### src/rtl/ks_sum_stage.sv
// Kogge-Stone adder output stage: forms sum/cout/ovf from the prefix-tree
// group vectors and delivers them through a 2-entry valid/ready buffer.
module ks_sum_stage #(
   parameter int WIDTH = 32,
   parameter int TAG_W = 4
) (
   input  logic             clk,
   input  logic             rst_n,
   input  logic             in_valid,
   output logic             in_ready,
   input  logic [WIDTH-1:0] grp_g,
   input  logic [WIDTH-1:0] grp_p,
   input  logic [WIDTH-1:0] bit_p,
   input  logic             cin,
   input  logic [TAG_W-1:0] in_tag,
   output logic             out_valid,
   input  logic             out_ready,
   output logic [WIDTH-1:0] sum,
   output logic             cout,
   output logic             ovf,
   output logic [TAG_W-1:0] out_tag
);

   typedef struct packed {
      logic [WIDTH-1:0] res;
      logic             co;
      logic             ov;
      logic [TAG_W-1:0] tag;
   } entry_t;

   logic [WIDTH:0] carry;
   entry_t         new_entry;
   entry_t         head_entry;

   entry_t         buf_q [2];
   logic [1:0]     count_q, count_d;
   logic           head_q, head_d;
   logic           tail_q, tail_d;
   logic           accept, pop;

   // Carry into bit i is the group generate of bits below it, or cin
   // propagated through the whole group.
   // NOTE: every signal written in an always_comb gets a value on every path
   // (default first), otherwise synthesis infers a latch.
   always_comb begin
      carry            = '0;
      carry[0]         = cin;
      carry[WIDTH:1]   = grp_g | (grp_p & {WIDTH{cin}});
      new_entry        = '0;
      new_entry.res    = bit_p ^ carry[WIDTH-1:0];
      new_entry.co     = carry[WIDTH];
      new_entry.ov     = carry[WIDTH] ^ carry[WIDTH-1];
      new_entry.tag    = in_tag;
   end

   assign in_ready  = (count_q != 2'd2);
   assign out_valid = (count_q != 2'd0);
   assign accept    = in_valid & in_ready;
   assign pop       = out_valid & out_ready;

   always_comb begin
      count_d = count_q;
      head_d  = head_q;
      tail_d  = tail_q;
      if (accept) tail_d = ~tail_q;
      if (pop)    head_d = ~head_q;
      unique case ({accept, pop})
         2'b10:   count_d = count_q + 2'd1;
         2'b01:   count_d = count_q - 2'd1;
         default: count_d = count_q;
      endcase
   end

   // NOTE: sequential state is written with non-blocking assignments so every
   // register samples its inputs from before the edge, independent of order.
   always_ff @(posedge clk or negedge rst_n) begin
      if (!rst_n) begin
         count_q <= 2'd0;
         head_q  <= 1'b0;
         tail_q  <= 1'b0;
      end else begin
         count_q <= count_d;
         head_q  <= head_d;
         tail_q  <= tail_d;
      end
   end

   // NOTE: the entry storage is reset as well because the outputs read it
   // directly and must show zero after reset, not leftover data.
   always_ff @(posedge clk or negedge rst_n) begin
      if (!rst_n) begin
         buf_q[0] <= '0;
         buf_q[1] <= '0;
      end else if (accept) begin
         buf_q[tail_q] <= new_entry;
      end
   end

   assign head_entry = buf_q[head_q];
   assign sum        = head_entry.res;
   assign cout       = head_entry.co;
   assign ovf        = head_entry.ov;
   assign out_tag    = head_entry.tag;

`ifndef SYNTHESIS
   always_ff @(posedge clk) begin
      if (rst_n && accept) begin
         assert ((grp_g & grp_p) == '0)
            else $error("group generate and propagate overlap on accepted beat");
         assert (bit_p[0] == grp_p[0])
            else $error("bit_p[0] differs from grp_p[0] on accepted beat");
      end
      if (rst_n) begin
         assert (count_q <= 2'd2)
            else $error("buffer count exceeds 2");
      end
   end
`endif

endmodule

### config.mk
export PLATFORM = sky130hd
export DESIGN_NAME = ks_sum_stage
export DESIGN_NICKNAME = d
export VERILOG_FILES = /design/src/rtl/ks_sum_stage.sv
export SDC_FILE = /design/constraint.sdc
export NUM_CORES = 1
export LEC_CHECK = 0
export CAP_MARGIN = 25
export CORE_ASPECT_RATIO = 1.4
export CORE_UTILIZATION = 35
export CTS_CLUSTER_DIAMETER = 200
export DETAILED_ROUTE_END_ITERATION = 12
export DONT_BUFFER_PORTS = 1
export SYNTH_ARGS = -nofsm -noshare
export SYNTH_HDL_FRONTEND = slang
export SYNTH_SLANG_ARGS = --single-unit
### constraint.sdc
create_clock -name clk -period 1.9 [get_ports clk]
set_clock_uncertainty 0.2 [all_clocks]
set_input_delay 0.38 -clock clk [delete_from_list [all_inputs] [get_ports clk]]
set_output_delay 0.38 -clock clk [all_outputs]
set_load 0.02 [all_outputs]
# Word level (Yosys, flattened, before mapping)
# Index checks and enable logic that the tools add are counted.
# classes
n_mul	0
magnitude_cmp	3
shifts	0
n_addsub	2
eq_ne	3
bitwise_logic	10
mux	7
n_div	0
n_reduce_logical	3
# op_table
cell	count
2-to-1 mux 38 bit	4
bitwise mux 76 bit	1
demux 38 bit (select 1 bit)	1
AND 32 bit	1
OR 32 bit	1
XOR 32 bit	1
greater-or-equal comparator 2 bit, second input constant	2
inverter 1 -> 2 bit	2
one-hot mux 2 bit (2 select lines)	1
nonzero test 2 bit	2
adder 2 x 1 -> 2 bit, second input constant	1
AND 1 bit	2
equality test 2 x 1 -> 1 bit, second input constant	1
equality test 2 bit, second input constant	1
< comparator 2 x 1 -> 1 bit, second input constant	1
!= test 2 bit, second input constant	1
inverter 1 bit	2
subtractor 2 x 1 -> 2 bit, second input constant	1
logical AND 1 bit	1
XOR 1 bit	1
# totals
out_inout_bits	40
word_cells	39
in_bits	105
rom_bits	0
n_memories	0
ram_bits	0
latchBits	0
regBits	80

# Longest topological paths before layout
# logic_depth
depth_word	6
ltp_mapped	6
depth_no_buf	6

# Worst setup path before layout
# No wires, ideal clock.
# synth_path
kind	reg-to-reg
startpoint	register count_q[0]
endpoint	register count_q[1]
period_less_slack_ns	1.810
setup_time_ns	0.079
path_buffers	0
t_arrival_ns	1.531
t_required_ns	1.621
setup_slack_ns	0.090
stages_incl_launch_ff	6
path_cell_list	dfrtp_1 > or2_2 > and2_1 > ha_1 > nor2_1 > xor2_1
# synth_between
elab_chain_cells	4
# synth_rtl
element	line_no	text
from (decl)	36	logic [1:0] count_q, count_d;
from (signal assigned)	82	count_q <= count_d;
nonzero test 2 bit (*)	57	assign out_valid = (count_q != 2'd0);
net out_valid	16	output logic out_valid,
AND 1 bit (*)	59	assign pop = out_valid & out_ready;
net pop	39	logic accept, pop;
equality test 2 x 1 -> 1 bit or equality test 2 bit (tied branches)	67	unique case ({accept, pop})
one-hot mux 2 bit (2 select lines) or nonzero test 2 bit (tied branches)	-	
# Mark *: on every way through the listed nets, which the timed path passes. The rest lies on a longest branch.
# A chain may end at the register's enable or synchronous reset.

# Worst setup path in the final report
# layout_path
startpoint	register head_q
endpoint	output port sum[29]
# layout_between
elab_chain_cells	4
# layout_rtl
element	line_no	text
from (decl)	37	logic head_q, head_d;
from (signal assigned)	79	head_q <= 1'b0;
from (signal assigned)	83	head_q <= head_d;
inverter 1 -> 2 bit (not written as such)	99	assign head_entry = buf_q[head_q];
2-to-1 mux 38 bit (not written as such) (3 in series)	99	
to (decl)	18	output logic [WIDTH-1:0] sum,
# Every way passes these cells. The select of a mux whose other input is x is not followed.

==> results.py <==
metrics = {
    "run_status": {
        "run_status": "finished, violations left",
        "violations_in_the_final_reports": "negative hold slack, negative setup slack",
    },
    "synthesis": {
        "post_synth_main_area_contributors": "dfrtp_1, mux2_2, mux2_4",
        "yosysWarnings": 0,
        "post_synth_mux_area_share": 0.346,
        "synth_fp_nets": 397,
        "syn_inst": 291,
        "synth_sequential_area_ratio": 0.483,
        "ys_async_sr_fraction": 1.00,
        "synth_top_cell_by_area": "dfrtp_1",
        "synth_compound_gate_area_share": 0.0437,
        "synth_simple_gate_area_frac": 0.0145,
        "synth.top_cells.by_count": "dfrtp_1, mux2_2, mux2_4",
        "syn-mean-instance-area_um2": 14.3,
        "synth_top_family_by_area": "multiplexers",
        "ys_seq_elements": 80,
        "yosysMostFrequentCell": "dfrtp_1",
        "yosysTopAreaCellShare": 0.483,
        "ys_types": 22,
        "synth-xor-area-share": 0.0781,
        "synth-edff-count": 0,
        "yosys.area_share.adder": 0.00302,
        "syn-cell-area_um2": 4150,
        "ys_dominant_reg_cell": "dfrtp_1",
    },
    "worst_setup_path": {
        "path_class": "reg -> out",
        "crit-reg2reg-capture": "count_q[1]",
        "ff2ff_path_depth": 6,
        "timing.critical_path.from": "head_q",
        "crit_arrival_ps": 1360,
        "critPathMaxFanout": 20,
        "critical_path.endpoint": "sum[29]",
        "setup.worst_path.end_class": "primary output",
        "regToRegSetupSlack_ps": 90,
        "regToRegStartpoint": "count_q[0]",
        "critical_path.startpoint_type": "flop",
        "timing.critical_path.required_ps": 1320,
    },
    "pwr": {
        "combPwrFrac": 0.457,
        "power.clock.fraction": 0.222,
        "sequentialPowerShare": 0.322,
        "power.net_switching_mw": 3.18,
        "net_sw_frac": 0.334,
        "p_leak_nw": 2.07,
        "power-per-cell-area_nw_per_um2": 1980,
        "intPower_mw": 6.35,
        "ir_drop_mv": 0.666,
    },
    "timing": {
        "hold_fails_final_rpt": 80,
        "slew_violations": 0,
        "setup_viol": 21,
        "timing.slew.headroom": 0.716,
        "final.hold.worst_slack_ps": -458,
        "worstMarginPinSlew_ps": 423,
        "period_needed_ps": 1940,
        "postLayoutSetupSlackWorst_ps": -38.8,
        "final_clock_period_utilization_by_the_worst_path": 1.02,
        "achievable-frequency_ghz": 0.516,
        "rsz0062_at_grt": "true",
    },
    "hold_path": {
        "worst_hold_path_type": "in -> async",
    },
    "grt": {
        "antenna_found_initial": 0,
        "vias_in_the_first_global_route": 2447,
        "grt_util_all_layers": 0.134,
        "largest_net_degree_at_the_start_of_global_routing": 81,
        "wire_length_of_the_first_global_routing_pass_mm": 12.4,
        "gr-total-overflow": 0,
    },
    "clocking": {
        "cts_buffers": 9,
        "cts-root-buf": "clkbuf_16",
        "clk_pin_slew_ps": 70,
        "clock_insertion_delay_worst_skew_ps": 330,
        "clock_sinks": 80,
        "clk_path_buf_depth": 2,
        "post_cts_hold_buffer_count": 4,
        "htreeDepth": 3,
        "tritoncts": "done",
    },
    "cells_and_area": {
        "syn_to_final_growth_pct": 15.9,
        "share_of_cells_above_drive_strength_1": 0.477,
        "nFillCells": 1064,
        "fin_area_um2": 4810,
        "diodes": 0,
        "finish.utilization": 0.420,
        "nNetsFinal": 403,
    },
    "detailed_routing": {
        "drt_drc_violations_left": 0,
        "wire_per_inst_um": 17.7,
        "ant_nets": 0,
        "dr_total_vias": 2294,
        "drt_iter0_markers": 41,
        "dr.pass1.iters": 4,
        "post_drt_via_cell_ratio": 5.14,
        "postRouteWirelength_mm": 7.90,
    },
    "place": {
        "portBuffers": 0,
        "dp_hpwl_mm": 5.40,
        "routabilityCongestion": 0.676,
        "place_area_um2": 4320,
    },
    "floorplan": {
        "chipWidth_um": 94.0,
        "io_pins": 145,
        "row_count": 46,
        "start_util": 0.362,
        "die_outline_area_um2": 12300,
        "coreArea_um2": 11500,
        "die_h_um": 131,
    },
    "run": {
        "max_cap_viol_count": 0,
    },
}
## area by class of cell
class                           instances  area, um^2  area share
Sequential cell                        80        2000       0.416
Clock inverter                          7         143      0.0297
Timing Repair Buffer                   11         168      0.0349
Tap cell                              144         180      0.0375
Clock buffer                            9         225      0.0468
Multi-Input combinational cell        195        2090       0.435
## repair_timing
| item | in CTS | in global routing |
|---|---|---|
| gates resized for setup | 11 | 8 |
| buffers inserted | 0 | 0 |
| setup endpoints to repair | 38 | 39 |
| pin swaps | 0 | 0 |
| gates cloned | 0 | 0 |
| hold endpoints to repair | 88 | 80 |
## layout by cell type, fill, tap and decap left out, drive strengths merged
| cell type | Yosys | final |
|---|---|---|
| nand2b | 1 | 1 |
| a21oi | 32 | 32 |
| a2bb2oi | 1 | 1 |
| and3b | 1 | 1 |
| dfrtp | 80 | 80 |
| ha | 1 | 1 |
| inv | 0 | 1 |
| xnor2 | 34 | 34 |
| nor2 | 2 | 2 |
| clkinv | 0 | 2 |
| bufinv | 0 | 4 |
| buf | 14 | 7 |
| nand3 | 1 | 1 |
| dlygate4sd3 | 0 | 4 |
| xor2 | 3 | 3 |
| clkbuf | 2 | 9 |
| mux2 | 114 | 114 |
| and2 | 1 | 1 |
| o21ai | 1 | 1 |
| or2 | 1 | 1 |
| a21o | 1 | 1 |
| nand2 | 1 | 1 |
## worst min path at each step
stage	start	end	slack, ps	depth (start not counted)
finish	rst_n	buf_q[17]	-460	0
global route	rst_n	buf_q[17]	-470	0
CTS	rst_n	buf_q[26]	-470	0
detailed placement	rst_n	count_q[0]	-110	0
global placement	rst_n	count_q[0]	-110	0
floorplan	rst_n	buf_q[0]	-120	0
## power by group through the flow
stage	logic, mW	registers, mW	clock network (mW)
after floorplan	3.66	2.92	0
after global placement	4.13	3.03	0
after detailed placement	4.18	3.07	0
after CTS	4.33	3.07	2.18
after global routing	4.62	3.20	2.23
final	4.36	3.07	2.11
## state kept, by name, indices dropped and copies added (netlist names)
name,count
count_q,2
head_q,1
tail_q,1
buf_q,76
## logic make-up after synthesis
group / after synthesis
AO/OA/AOI/OAI: 35
XOR/XNOR: 37
adder cells (fa/ha/maj): 1
buffers and inverters: 16
flip-flops: 80
multiplexers: 114
AND/OR/NAND/NOR: 8
## layer usage
metal  wire, um  vias up  global-route usage
li1           -     1040                   -
met1       3240     1165               0.153
met2       4190       82               0.239
met3        352        7              0.0324
met4        120        0              0.0561
met5          0        -                   0
## critical path, cell delays in order (launching register included)
cell and delay, ps:
dfrtp_2 400, buf_12 190, mux2_2 420
## stage by stage
| step | setup TNS, ps | cells | total power, mW | setup slack, ps |
|---|---|---|---|---|
| floorplan | 0 | 291 | 6.58 | 89.6 |
| global placement | 0 | 426 | 7.15 | 145 |
| detailed placement | 0 | 426 | 7.25 | 71.1 |
| CTS | -1290 | 446 | 9.57 | -54.1 |
| global route | -1620 | 446 | 10.0 | -72.4 |
| finish | -551 | 446 | 9.54 | -38.8 |
Note: power is estimated with default switching activity, not from simulation.
